### src/rtl/io_link_pkg.sv
// Shared definitions for the host end of the CPU's 16-bit I/O port link.
// Holds bit positions, the re-alignment length and the handshake FSM encoding.
package io_link_pkg;

    localparam int DATA_LSB    = 0;
    localparam int DATA_MSB    = 7;
    localparam int REQ_BIT     = 8;
    localparam int CACK_BIT    = 9;
    localparam int HACK_BIT    = 8;
    localparam int HVLD_BIT    = 9;
    localparam int SYNC_CYCLES = 2;

    typedef enum logic [1:0] {
        SYNC = 2'd0,
        IDLE = 2'd1,
        WAIT = 2'd2
    } link_state_t;

endpackage

### src/rtl/sync_fifo.sv
// Single-clock FIFO with fill count; push/pop in the same cycle keeps the count unchanged.
// Latency: a pushed word appears at the head one cycle later (no bypass when empty).
// Backpressure: push while full and pop while empty are dropped without state change.
module sync_fifo #(
    parameter int DEPTH = 4,
    parameter int WIDTH = 8,
    parameter int CNT_W = 3
) (
    input  logic             clk,
    input  logic             rst,
    input  logic             push,
    input  logic [WIDTH-1:0] push_dat,
    input  logic             pop,
    output logic [WIDTH-1:0] pop_dat,
    output logic [CNT_W-1:0] count,
    output logic             full,
    output logic             empty
);

    localparam int PTR_W = $clog2(DEPTH);

    logic [WIDTH-1:0] mem [DEPTH];
    logic [PTR_W-1:0] wr_ptr;
    logic [PTR_W-1:0] rd_ptr;
    logic             do_push;
    logic             do_pop;

    assign full    = (count == CNT_W'(DEPTH));
    assign empty   = (count == '0);
    assign do_push = push && !full;
    assign do_pop  = pop && !empty;
    assign pop_dat = mem[rd_ptr];

    always_ff @(posedge clk) begin
        if (rst) begin
            wr_ptr <= '0;
            rd_ptr <= '0;
            count  <= '0;
        end else begin
            if (do_push) wr_ptr <= wr_ptr + PTR_W'(1);
            if (do_pop)  rd_ptr <= rd_ptr + PTR_W'(1);
            count <= count + CNT_W'(do_push) - CNT_W'(do_pop);
        end
    end

    // Storage is not reset; the pointers alone define validity.
    always_ff @(posedge clk) begin
        if (do_push) mem[wr_ptr] <= push_dat;
    end

endmodule

### src/rtl/io_host_link.sv
// Host end of the CPU I/O port link: toggle handshakes on IO64/IO65, byte FIFOs to a valid/ready host.
// Latency: IO64 change to HACK flip 2 cycles; TX FIFO head to IO65 1 cycle, 1 idle cycle between words.
// Backpressure: RX full withholds HACK so the CPU holds its byte; TX_READY drops when full or re-syncing.
module io_host_link
    import io_link_pkg::*;
#(
    parameter int DEPTH = 4,
    parameter int CNT_W = 3
) (
    input  logic             CLK,
    input  logic             RESET,
    input  logic [15:0]      IO64_OUT,
    output logic [15:0]      IO65_IN,
    output logic [7:0]       RX_DATA,
    output logic             RX_VALID,
    input  logic             RX_READY,
    input  logic [7:0]       TX_DATA,
    input  logic             TX_VALID,
    output logic             TX_READY,
    output logic [CNT_W-1:0] RX_COUNT,
    output logic [CNT_W-1:0] TX_COUNT
);

    link_state_t  state;
    link_state_t  state_nxt;
    logic [1:0]   sync_cnt;
    logic [9:0]   io64_q;
    logic         hack;
    logic         hvld;
    logic [7:0]   io65_dat;
    logic         rx_push;
    logic         rx_pop;
    logic         rx_full;
    logic         rx_empty;
    logic         tx_push;
    logic         tx_pop;
    logic         tx_full;
    logic         tx_empty;
    logic [7:0]   tx_dout;
    logic         io64_unused;

    assign io64_unused = ^IO64_OUT[15:10];

    assign rx_pop   = RX_READY && (state != SYNC);
    assign TX_READY = !tx_full && (state != SYNC);
    assign tx_push  = TX_VALID && TX_READY;
    assign RX_VALID = !rx_empty;
    assign IO65_IN  = {6'b0, hvld, hack, io65_dat};

    always_comb begin
        state_nxt = state;
        tx_pop    = 1'b0;
        // RX fullness is the pre-pop view, so a freed slot is used one cycle later.
        rx_push   = (state != SYNC) && (io64_q[REQ_BIT] != hack) && !rx_full;
        case (state)
            SYNC: if (sync_cnt == 2'(SYNC_CYCLES - 1)) state_nxt = IDLE;
            IDLE: begin
                if (!tx_empty) begin
                    tx_pop    = 1'b1;
                    state_nxt = WAIT;
                end
            end
            WAIT: if (io64_q[CACK_BIT] == hvld) state_nxt = IDLE;
            default: state_nxt = SYNC;
        endcase
    end

    always_ff @(posedge CLK) begin
        if (RESET) begin
            state    <= SYNC;
            sync_cnt <= '0;
            io64_q   <= '0;
            hack     <= 1'b0;
            hvld     <= 1'b0;
            io65_dat <= '0;
        end else begin
            state  <= state_nxt;
            io64_q <= IO64_OUT[9:0];
            if (state == SYNC) begin
                sync_cnt <= sync_cnt + 2'd1;
                // Adopt whatever toggle phase the CPU is in; any half-done transfer is dropped.
                if (sync_cnt == 2'(SYNC_CYCLES - 1)) begin
                    hack <= io64_q[REQ_BIT];
                    hvld <= io64_q[CACK_BIT];
                end
            end
            if (rx_push) hack <= ~hack;
            if (tx_pop) begin
                io65_dat <= tx_dout;
                hvld     <= ~hvld;
            end
        end
    end

    sync_fifo #(.DEPTH(DEPTH), .WIDTH(8), .CNT_W(CNT_W)) u_rx_fifo (
        .clk      (CLK),
        .rst      (RESET),
        .push     (rx_push),
        .push_dat (io64_q[DATA_MSB:DATA_LSB]),
        .pop      (rx_pop),
        .pop_dat  (RX_DATA),
        .count    (RX_COUNT),
        .full     (rx_full),
        .empty    (rx_empty)
    );

    sync_fifo #(.DEPTH(DEPTH), .WIDTH(8), .CNT_W(CNT_W)) u_tx_fifo (
        .clk      (CLK),
        .rst      (RESET),
        .push     (tx_push),
        .push_dat (TX_DATA),
        .pop      (tx_pop),
        .pop_dat  (tx_dout),
        .count    (TX_COUNT),
        .full     (tx_full),
        .empty    (tx_empty)
    );

endmodule

### config.mk
export PLATFORM = sky130hd
export DESIGN_NAME = io_host_link
export DESIGN_NICKNAME = d
export VERILOG_FILES = /design/src/rtl/io_link_pkg.sv /design/src/rtl/sync_fifo.sv /design/src/rtl/io_host_link.sv
export SDC_FILE = /design/constraint.sdc
export NUM_CORES = 1
export LEC_CHECK = 0
export ABC_CLOCK_PERIOD_IN_PS = 4100
export CAP_MARGIN = 20
export CORE_UTILIZATION = 53
export DETAILED_ROUTE_END_ITERATION = 12
export PLACE_DENSITY_LB_ADDON = 0.15
export SLEW_MARGIN = 15
export SYNTH_ARGS = -nofsm -noshare
export SYNTH_HDL_FRONTEND = slang
export SYNTH_SLANG_ARGS = --single-unit
### constraint.sdc
create_clock -name CLK -period 4.1 [get_ports CLK]
set_input_delay 0.82 -clock CLK [delete_from_list [all_inputs] [get_ports CLK]]
set_output_delay 0.82 -clock CLK [all_outputs]
set_load 0.005 [all_outputs]
# Yosys cells after proc, flatten, opt, wreduce, memory -nomap -nowiden
# Memory sizes are Yosys's and may differ from the RTL's. A register that Yosys moved wholly into a read port is not among the register bits.
# Cells that the tools add are included.
dict set report classes {
  n_mux 18
  eq_ne 10
  n_shift 0
  div 0
  n_reduce_logical 24
  mul 0
  bitwise 2
  order_cmp 0
  addsub 9
}
# op n
set ops {}
lappend ops {{1-bit 2-to-1 mux} 12}
lappend ops {{2-bit by 1-bit adder with 2-bit output (second input constant)} 5}
lappend ops {{2-bit 2-to-1 mux} 5}
lappend ops {{2-bit nonzero test} 5}
lappend ops {{1-bit logical AND} 9}
lappend ops {{3-bit by 1-bit adder with 3-bit output} 2}
lappend ops {{3-bit == test (second input constant)} 2}
lappend ops {{3-bit logical NOT} 2}
lappend ops {{2-bit inequality test (second input constant)} 3}
lappend ops {{2-bit one-hot mux with 3 select lines} 1}
lappend ops {{3-bit by 1-bit subtractor with 3-bit output} 2}
lappend ops {{2-bit by 1-bit == test with 1-bit output (second input constant)} 2}
lappend ops {{1-bit logical NOT} 4}
lappend ops {{2-bit AND reduction} 2}
lappend ops {{3-bit AND reduction} 1}
lappend ops {{2-bit == test (second input constant)} 1}
lappend ops {{2-bit logical NOT} 1}
lappend ops {{1-bit NOT} 2}
lappend ops {{1-bit == test} 1}
lappend ops {{1-bit inequality test} 1}
dict set report word_totals {
  latchBits 0
  ff_bits 30
  elab_cells 76
  inputBits 28
  ramBits 64
  mem_count 2
  out_inout_bits 32
  romBits 0
}
# memory words width rd rd_clocked_by_memory_dff write_ports line
set memory_table {}
lappend memory_table {u_rx_fifo.mem 4 8 1 1 1 sync_fifo.sv:22} ;# logic [WIDTH-1:0] mem [DEPTH];
lappend memory_table {u_tx_fifo.mem 4 8 1 1 1 sync_fifo.sv:22}

# Logic depth before layout (Yosys ltp)
# Gate-level depths: netlist of run 1.
dict set report depth {
  word_depth 7
  depth_mapped 10
  mapped_depth_nobuf 10
}

# Hierarchy
# A second synthesis of run 1 with hierarchy kept.
dict set report unflattened {
  cells_unflattened 278
  area_unflattened_um2 4211.5
}
# mod n_inst seq_area_each_um2 area_each_um2 cells_per_inst
set modules_own_cells {}
lappend modules_own_cells {{sync_fifo (u_tx_fifo)} 1 1141.1 1631.6 93}
lappend modules_own_cells {{sync_fifo (u_rx_fifo)} 1 1141.1 1629.1 93}
lappend modules_own_cells {io_host_link 1 480.5 950.9 92}

# Worst setup path before layout of run 1
# Ideal clock, no wire load.
dict set report synth_timing {
  path_kind {input port to flip-flop}
  start {input port RX_READY}
  end {register u_rx_fifo.count[2]}
  n_path_buf 0
  required_ns 4.022
  setup_slack_ns 1.720
  t_arrival_ns 2.302
  stages 10
  setup_time_ns 0.078
  path_cell_list {o21ai_0 nor2_1 ha_1 inv_1 ha_1 inv_1 fa_1 xor2_1 and2_2 nor3_1}
}
dict set report synth_via {
  elab_chain_len 3
}
# item line
set synth_rtl {}
lappend synth_rtl {{start, declared} io_host_link.sv:16} ;# input logic RX_READY,
lappend synth_rtl {{1-bit logical AND} io_host_link.sv:44} ;# assign rx_pop = RX_READY && (state != SYNC);
lappend synth_rtl {{1-bit logical AND} sync_fifo.sv:31} ;# assign do_pop = pop && !empty;
lappend synth_rtl {{via u_rx_fifo.do_pop} sync_fifo.sv:26} ;# logic do_pop;
lappend synth_rtl {{3-bit by 1-bit subtractor with 3-bit output} sync_fifo.sv:42} ;# count <= count + CNT_W'(do_push) - CNT_W'(do_pop);
lappend synth_rtl {{end signal, assigned} sync_fifo.sv:42}
lappend synth_rtl {{end, declared} sync_fifo.sv:15} ;# output logic [CNT_W-1:0] count,
# The timed path passes the listed nets, and every way through them passes these cells.
# A chain may end at the register's enable or synchronous reset.

==> results of run 1 <==
## kinds of logic (layout without fill, tap and decap cells)
logic type	after synthesis	count (layout)	synth area share (%)
other cells	1	6	0.0890
compound gates	34	34	4.96
mux	22	22	10.1
simple gates	66	66	9.17
buf+inv	40	84	5.02
fa+ha+maj	15	15	4.81
xor+xnor	6	6	1.25
flops	104	104	64.6
## registers in the layout (all words and copies together) (netlist names), 2 cells and up, named ones only
register          flops
u_rx_fifo.count       3
sync_cnt              2
u_rx_fifo.mem        32
io64_q               10
u_tx_fifo.count       3
io65_dat              8
u_tx_fifo.wr_ptr      2
u_tx_fifo.mem        32
u_tx_fifo.rd_ptr      2
u_rx_fifo.wr_ptr      2
state                 2
u_rx_fifo.rd_ptr      2
## routing by layer
metal	vias up	GRT usage (%)	wire, um
met1	1126	25.6	3260
met5	-	0	0
met3	5	4.77	282
met2	53	28.1	3300
li1	1110	-	-
met4	0	5.56	61
## placed cells by master (no fill, tap or decap), types with 9 or more instances in the layout
master / netlist / routed
nor2b_1: 15 / 15
nor2_1: 12 / 12
edfxtp_1: 64 / 64
nand3_1: 10 / 10
a21oi_1: 14 / 14
inv_1: 18 / 18
clkdlybuf4s50_1: 0 / 47
mux4_2: 16 / 16
o21ai_0: 11 / 11
ha_1: 13 / 13
dfxtp_1: 40 / 40
clkbuf_8: 1 / 9
## power by group
group	switching [mW]	internal, mW
combinational	0.299	0.310
sequential	0.0884	1.21
clock	0.372	0.239
total	0.759	1.76
## how the worst max path moves through the flow
| stage | startpoint | endpoint | slack, ps |
|---|---|---|---|
| after CTS | flip-flop | RX_DATA[7] | 1110 |
| after global routing | flip-flop | RX_DATA[7] | 1010 |
| final | flip-flop | RX_DATA[7] | 1170 |
| after global placement | RX_READY | u_rx_fifo.count[2]$_SDFF_PP0_ | 1110 |
| after detailed placement | RX_READY | u_rx_fifo.count[2]$_SDFF_PP0_ | 1070 |
| after floorplan | RX_READY | u_rx_fifo.count[2]$_SDFF_PP0_ | 1720 |
## cells in the mapped netlist, drive strengths merged
library cell  number  area (um2)
a31oi              1        6.26
mux2               2        26.3
edfxtp            64        1920
nand3b             1        7.51
inv               18        67.6
nand2              1        3.75
xnor2              3        26.3
mux4              16         360
nor2              13        56.3
o21a               1        7.51
o21ai             11        55.1
or3b               1        8.76
xor2               3        26.3
nand3             10        50.1
and3b              1        8.76
dfxtp             40         801
or4                1        7.51
and2               9        62.6
nand2b             7        43.8
a311oi             1        8.76
fa                 2        40.0
clkbuf             8        40.0
ha                13         163
o31ai              1        7.51
a221o              1        10.0
or3                3        23.8
conb               1        3.75
nor2b             15        93.8
buf               14         104
a21oi             14        70.1
mux2i              4        40.0
nor3               4        20.0
a211oi             3        35.0
a31o               1        8.76
## metrics by stage
stage | utilization (%) | power, mW
3_5_place_dp | 61.0 | 1.93
6_report | 63.5 | 2.52
2_1_floorplan | - | 1.73
5_1_grt | 63.5 | 2.65
3_3_place_gp | 61.0 | 1.91
4_1_cts | 63.5 | 2.55
## cell type report
cell class                 count  area [um2]
fill                         594        2820
sequential                   104        2720
multi-input combinational    149        1300
timing repair buffer          50         493
tap                          102         128
clock buffer                   9         124
clock inverter                 7        72.6
inverter                      18        67.6
==> out/metrics.cfg, run 1 <==
[clocking]
h-tree-depth=3
clockRootBuffer=clkbuf_8
cts_setup_buffers=0
cts_buffers=9
clockBufferDepth=2
cts.clk_slew.worst_paths_ps=100
cts.sinks=104
cts_hold_buffers=0
cts_resized=0
tritoncts=yes
clock_latency_ps=370

[worst_setup_path]
regToRegEndpoint=u_rx_fifo.count[2]$_SDFF_PP0_
reg2reg_from=u_rx_fifo.count[2]$_SDFF_PP0_
cpPeakStageDelay_ps=700
critical_path_arrival_ps=2110
start_kind=flip-flop
crit_family=flip-flops
slowest_stage=dfxtp_1
crit_path_cell_trace=mux4_2, clkdlybuf4s50_1
worstSetupPathDepth=2
end_kind=output port
crit_type=flip-flop to output port
rr_worst_depth=10
cp_max_fo=8
critPathBufInv=1
rrSetupSlack_ps=1660
crit_required_ps=3280

[sta]
setup_tns_ps=0
tightest_slew_ps=1030
finalHoldWorstSlack_ps=480
rsz0062_at_grt=no
relSlewSlack_pct=31.0
setup_viol=0
fmax_mhz=342
hold_viol=0
finalCritPeriodShare_pct=71.4
slew_violations=0
fin_skew_ps=15.7
min_period_ps=2930
setup_ws_ps=1170

[die]
initial_core_util_pct=54.5
core_um2=7730
num_rows=32
die_w_um=91.2
io_pins=60
die_h_um=91.2
die-area_um2=8310

[placement]
place_area_um2=4710
dp.cells=423
post-dp-hpwl_um=4710
place_congestion=0.723
place_ws_ps=1070
numPortBuffers=47

[outcome]
status=finished clean

[cells_and_area]
finalNetCount=375
drive_gt1_share_pct=13.6
area_growth_pct=16.4
n_antenna_cell=0
final_cell_area_um2=4910
fin_cells=439

[pwr]
p_leak_nw=1.69
max-vdd-ir-drop_uv=235
powerDensity_nw_per_um2=513

[min_path]
min_path_type=flip-flop to flip-flop
whs_path_depth=0
hold_end=u_rx_fifo.mem[2][2]$_DFFE_PP_
hold_path_startpoint=io64_q[2]$_SDFF_PP0_

[global_route]
grt_pass1_vias=2253
antenna_found_initial=0
grt_max_degree=28
grt_pass1_wl_um=11300
grt_use_total_pct=18.2
grt_overflow=0

[route]
final_antenna_net_count=0
routed_wl_um=6900
vias_per_cell=5.23
vias=2294
dr.pass1.iters=4
dr.first_iter.drc_count=179
drc=0
wl_per_cell_um=15.7

[run]
drv_cap=0

[logic_synthesis]
ys_types=43
synth_seq_cells=104
syn_inst=288
syn_avg_cell_area_um2=14.6
synth_seq_area_share_pct=64.6
yosys_warnings=0
syn-cell-area_um2=4220

(Power assumes the default switching activity.)
==> run 2, diff against run 1 <==
--- a/config.mk
+++ b/config.mk
@@ -5,7 +5,7 @@
 export SDC_FILE = /design/constraint.sdc
 export NUM_CORES = 1
 export LEC_CHECK = 0
-export ABC_CLOCK_PERIOD_IN_PS = 4100
+export ABC_CLOCK_PERIOD_IN_PS = 3050
 export CAP_MARGIN = 20
 export CORE_UTILIZATION = 53
 export DETAILED_ROUTE_END_ITERATION = 12
==> constraint.sdc (replaced) <==
create_clock -name CLK -period 3.05 [get_ports CLK]
set_input_delay 0.61 -clock CLK [delete_from_list [all_inputs] [get_ports CLK]]
set_output_delay 0.61 -clock CLK [all_outputs]
set_load 0.005 [all_outputs]
==> out/metrics.cfg, run 2 (synthesis gave the netlist of run 1 again) <==
[outcome]
status=finished clean

[die]
initial_core_util_pct=54.5  ; unchanged
die_h_um=91.2  ; unchanged
io_pins=60  ; unchanged
num_rows=32  ; unchanged
die-area_um2=8310  ; unchanged
die_w_um=91.2  ; unchanged
core_um2=7730  ; unchanged

[clocking]
clockBufferDepth=2  ; unchanged
clockRootBuffer=clkbuf_8
cts.clk_slew.worst_paths_ps=100  ; about the same
clock_latency_ps=360  ; about the same
cts_setup_buffers=0  ; unchanged
cts.sinks=104  ; unchanged
h-tree-depth=3  ; unchanged
tritoncts=yes
cts_resized=0  ; unchanged
cts_hold_buffers=0  ; unchanged
cts_buffers=9  ; unchanged

[min_path]
hold_end=io65_dat[7]$_SDFFE_PP0P_
whs_path_depth=2  ; +2
hold_path_startpoint=io65_dat[7]$_SDFFE_PP0P_
min_path_type=flip-flop to flip-flop

[route]
vias_per_cell=5.13  ; -1.9%
final_antenna_net_count=0  ; unchanged
vias=2251  ; -1.9%
dr.pass1.iters=4  ; unchanged
routed_wl_um=6510  ; -5.6%
dr.first_iter.drc_count=92  ; -49%
wl_per_cell_um=14.8  ; -5.6%
drc=0  ; unchanged

[worst_setup_path]
rrSetupSlack_ps=690  ; -970 ps
rr_worst_depth=10  ; unchanged
critical_path_arrival_ps=2090  ; -20 ps
cpPeakStageDelay_ps=690  ; about the same
crit_family=flip-flops
crit_type=flip-flop to output port
start_kind=flip-flop
slowest_stage=dfxtp_1
crit_required_ps=2440  ; -840 ps
reg2reg_from=u_tx_fifo.count[1]$_SDFF_PP0_
cp_max_fo=8  ; unchanged
regToRegEndpoint=u_tx_fifo.count[2]$_SDFF_PP0_
critPathBufInv=1  ; unchanged
crit_path_cell_trace=mux4_2, clkdlybuf4s50_1
end_kind=output port

[sta]
finalHoldWorstSlack_ps=483  ; +2.88 ps
setup_viol=0  ; unchanged
hold_viol=0  ; unchanged
relSlewSlack_pct=35.1  ; +4.0 points
finalCritPeriodShare_pct=88.6
rsz0062_at_grt=no
tightest_slew_ps=966  ; -60.2 ps
fmax_mhz=370
setup_tns_ps=0  ; unchanged
fin_skew_ps=8.47  ; -7.21 ps
slew_violations=0  ; unchanged
min_period_ps=2700

[global_route]
grt_max_degree=25  ; -11%
antenna_found_initial=0  ; unchanged
grt_pass1_vias=2190  ; -2.8%
grt_overflow=0  ; unchanged
grt_pass1_wl_um=10900  ; -3.7%
grt_use_total_pct=17.7  ; -0.50 points

[cells_and_area]
layout_commonest_cell=edfxtp_1
layout_common_cells=edfxtp_1 (64), clkdlybuf4s50_1 (47), dfxtp_1 (40), inv_1 (18), mux4_2 (16)
n_antenna_cell=0  ; unchanged
reg.largest.list=u_rx_fifo.mem x32, u_tx_fifo.mem x32, io64_q x10
finalNetCount=375  ; unchanged
fin_util_pct=63.6  ; +0.081 points
area_growth_pct=16.6
drive_gt1_share_pct=13.6  ; unchanged

[placement]
place_congestion=0.718  ; -0.76%
numPortBuffers=47  ; unchanged
post-dp-hpwl_um=4530  ; -3.7%

[run]
drv_cap=0  ; unchanged

[pwr]
max-vdd-ir-drop_uv=324  ; +38%
p_leak_nw=1.70  ; +0.38%
power.total_mw=3.38  ; +34%
powerDensity_nw_per_um2=689  ; +34%

[run 2: cell count changes in the layout (fill, tap and decap cells not counted)]
| cell | previous run | this run |
|---|---|---|
| inv_6 | 1 | 4 |
| inv_12 | 0 | 1 |
| inv_8 | 2 | 1 |
| clkinv_4 | 2 | 0 |
| clkinvlp_4 | 1 | 0 |
[run 2: final cells by class]
cell class	count	area [um2]
clock inverters	7	78.8
flip-flops and latches	104	2720
inverters	18	67.6
multi-input cells	149	1300
repair buffers	50	493
well taps	102	128
clock buffers	9	124
fillers	583	2810
[run 2: per-stage QoR]
| step | area [um2] | instances | setup slack (ps) |
|---|---|---|---|
| floorplan | 4230 | 293 | 878 |
| detailed placement | 4710 | 423 | 326 |
| global placement | 4710 | 423 | 355 |
| finish | 4910 | 439 | 347 |
| CTS | 4910 | 439 | 265 |
| global route | 4910 | 439 | 188 |
[run 2: metal layers]
metal,GRT usage [%],vias up,part of all wire [%]
li1,-,1105,-
met1,24.1,1093,47
met2,28.2,46,49
met3,3.35,7,3.4
met4,7.54,0,1.3
met5,0,-,0
[run 2: how the worst max path moves through the flow]
stage | startpoint | to | slack (ps) | cells after the start
floorplan | u_tx_fifo.count[1]$_SDFF_PP0_ | u_tx_fifo.count[2]$_SDFF_PP0_ | 880 | 10
global placement | RX_READY | u_rx_fifo.count[2]$_SDFF_PP0_ | 360 | 11
detailed placement | RX_READY | u_rx_fifo.count[2]$_SDFF_PP0_ | 330 | 11
CTS | flip-flop | RX_DATA[5] | 260 | 2
global route | flip-flop | RX_DATA[2] | 190 | 2
finish | flip-flop | RX_DATA[5] | 350 | 2
[run 2: where the power goes]
part           internal (mW)  leakage, nW  switching (mW)
clock network          0.332        0.103           0.505
registers               1.62        0.908           0.116
logic                  0.416        0.689           0.392
[run 2: worst min-delay path, stage by stage, from the launching register on]
cell	delay, ps
dfxtp_1	320
o21ai_0	60
a21oi_1	60
==> run 3, diff against run 2 <==
--- a/config.mk
+++ b/config.mk
@@ -5,9 +5,9 @@
 export SDC_FILE = /design/constraint.sdc
 export NUM_CORES = 1
 export LEC_CHECK = 0
-export ABC_CLOCK_PERIOD_IN_PS = 3050
+export ABC_CLOCK_PERIOD_IN_PS = 2380
 export CAP_MARGIN = 20
-export CORE_UTILIZATION = 53
+export CORE_UTILIZATION = 49
 export DETAILED_ROUTE_END_ITERATION = 12
 export PLACE_DENSITY_LB_ADDON = 0.15
 export SLEW_MARGIN = 15
==> constraint.sdc (replaced) <==
create_clock -name CLK -period 2.38 [get_ports CLK]
set_input_delay 0.476 -clock CLK [delete_from_list [all_inputs] [get_ports CLK]]
set_output_delay 0.476 -clock CLK [all_outputs]
set_load 0.005 [all_outputs]
==> out/metrics.cfg, run 3 (synthesis gave the netlist of run 1 again) <==
[die]
die_h_um=94.8  ; +3.9%
core_um2=8260  ; +6.9%
die_w_um=94.8  ; +3.9%
io_pins=60  ; unchanged
initial_core_util_pct=51.0  ; -3.5 points
num_rows=33  ; +3.1%
die-area_um2=8980  ; +8.0%

[sta]
tightest_slew_ps=679  ; -288 ps
relSlewSlack_pct=54.7  ; +20 points
rsz0062_at_grt=no
hold_viol=0  ; unchanged
setup_viol=0  ; unchanged
min_period_ps=2320
finalCritPeriodShare_pct=97.4
fmax_mhz=431
slew_violations=0  ; unchanged
fin_skew_ps=6.97  ; -1.50 ps

[global_route]
antenna_found_initial=0  ; unchanged
grt_use_met3_pct=4.59  ; +1.2 points
grt_pass1_vias=2266  ; +3.5%
grt_overflow=0  ; unchanged
grt_use_total_pct=16.8  ; -0.99 points
grt_max_degree=46  ; +84%
grt_use_met1_pct=22.1  ; -2.0 points
use_met2_pct=26.6  ; -1.5 points
grt_pass1_wl_um=11000  ; +0.32%
busiest_layer=met2

[worst_setup_path]
start_kind=flip-flop
rr_worst_depth=10  ; unchanged
regToRegEndpoint=u_tx_fifo.count[2]$_SDFF_PP0_
end_kind=output port
critPathCapture=RX_DATA[0]
crit_type=flip-flop to output port
cp_max_fo=8  ; unchanged
crit_required_ps=1900  ; -540 ps
rrSetupSlack_ps=170  ; -520 ps
reg2reg_from=u_tx_fifo.count[0]$_SDFF_PP0_
critical_path_arrival_ps=1840  ; -250 ps

[cells_and_area]
drive_gt1_share_pct=16.7  ; +3.0 points
reg.largest.list=u_rx_fifo.mem x32, u_tx_fifo.mem x32, io64_q x10
layout_commonest_cell=edfxtp_1
layout_common_cells=edfxtp_1 (64), clkdlybuf4s50_1 (47), dfxtp_1 (39), inv_1 (18), mux4_2 (16)
finalNetCount=386  ; +2.9%
n_antenna_cell=0  ; unchanged
area_growth_pct=19.3
multiInputGateArea_um2=1300  ; unchanged
layout.area.seq_um2=2720  ; about the same
fin_cells=453  ; +3.2%
n_fill_cell=644  ; +10%

[pwr]
power.total_mw=4.48  ; +33%
p_leak_nw=1.76  ; +3.7%
powerDensity_nw_per_um2=892  ; +30%
max-vdd-ir-drop_uv=366  ; +13%

[outcome]
status=finished clean

[route]
dr.pass1.iters=4  ; unchanged
final_antenna_net_count=0  ; unchanged
dr.first_iter.drc_count=54  ; -41%
vias_per_cell=5.15  ; +0.35%
wl_per_cell_um=15.2  ; +2.2%
routed_wl_um=6870  ; +5.4%
drc=0  ; unchanged
vias=2331  ; +3.6%

[clocking]
clock_latency_ps=360  ; about the same
cts.clk_slew.worst_paths_ps=100  ; about the same
cts_buffers=9  ; unchanged
clockRootBuffer=clkbuf_8
cts.sinks=104  ; unchanged
tritoncts=yes
clockBufferDepth=2  ; unchanged
h-tree-depth=3  ; unchanged

[placement]
dp.cells=437  ; +3.3%
place_congestion=0.698  ; -2.7%
numPortBuffers=47  ; unchanged
post-dp-hpwl_um=4630  ; +2.0%

[min_path]
hold_path_startpoint=io65_dat[0]$_SDFFE_PP0P_
min_path_type=flip-flop to flip-flop

[run]
drv_cap=0  ; unchanged

[run 3: cell count changes in the layout (fill, tap and decap cells not counted), sizes merged]
| cell | change |
|---|---|
| buf | +11 |
| inv | -4 |
| clkinv | +2 |
| bufinv | +1 |
| clkinvlp | +1 |
[run 3: layout make-up]
cell class,count,area share (%)
timing repair buffer,61,11.9
tap,105,2.61
multi-input combinational,149,25.9
clock buffer,9,2.46
inverter,18,1.34
sequential,104,54.2
clock inverter,7,1.59
[run 3: through the flow]
stage / cell area, um2 / hold WS (ps) / worst slack (ps) / TNS (ps) / util (%)
6_report: 5030 / 481 / 61.5 / 0 / 60.9
5_1_grt: 5030 / 511 / 9.16 / 0 / 60.9
4_1_cts: 5020 / 480 / 9.26 / 0 / 60.8
3_5_place_dp: 4810 / 467 / -178 / -178 / 58.2
3_3_place_gp: 4810 / 452 / -97.4 / -97.4 / 58.2
2_1_floorplan: 4230 / 438 / 208 / 0 / -
[run 3: how the worst min path moves through the flow]
stage                     slack (ps)  depth (start not counted)                             to
final                            480                          2       io65_dat[0]$_SDFFE_PP0P_
after global routing             510                          0  u_rx_fifo.mem[0][6]$_DFFE_PP_
after CTS                        480                          2       io65_dat[0]$_SDFFE_PP0P_
after detailed placement         470                          2       io65_dat[0]$_SDFFE_PP0P_
after global placement           450                          0  u_rx_fifo.mem[3][3]$_DFFE_PP_
after floorplan                  440                          0  u_rx_fifo.mem[0][0]$_DFFE_PP_
[run 3: power by group]
part	internal [mW]	leakage (nW)	switching [mW]	total, mW
combinational	0.621	0.752	0.546	1.17
clock	0.499	0.102	0.607	1.11
sequential	2.08	0.908	0.132	2.21
[run 3: layer usage]
| layer | vias to the layer above | part of all wire [%] |
|---|---|---|
| met2 | 46 | 49 |
| li1 | 1138 | - |
| met3 | 8 | 3.6 |
| met1 | 1139 | 46 |
| met4 | 0 | 1.6 |
| met5 | - | 0 |
[run 3: critical path, cell delays in order (launching register included)]
cell	delay, ps
dfxtp_2	350
buf_12	140
mux4_2	520
clkdlybuf4s50_1	460
[run 3: repair_timing]
action | in CTS | in global routing
cloned | 0 | 0
buffers inserted | 0 | 0
hold buffers | 0 | 0
gates resized for setup | 1 | 3
endpoints found under the setup margin | 4 | 8
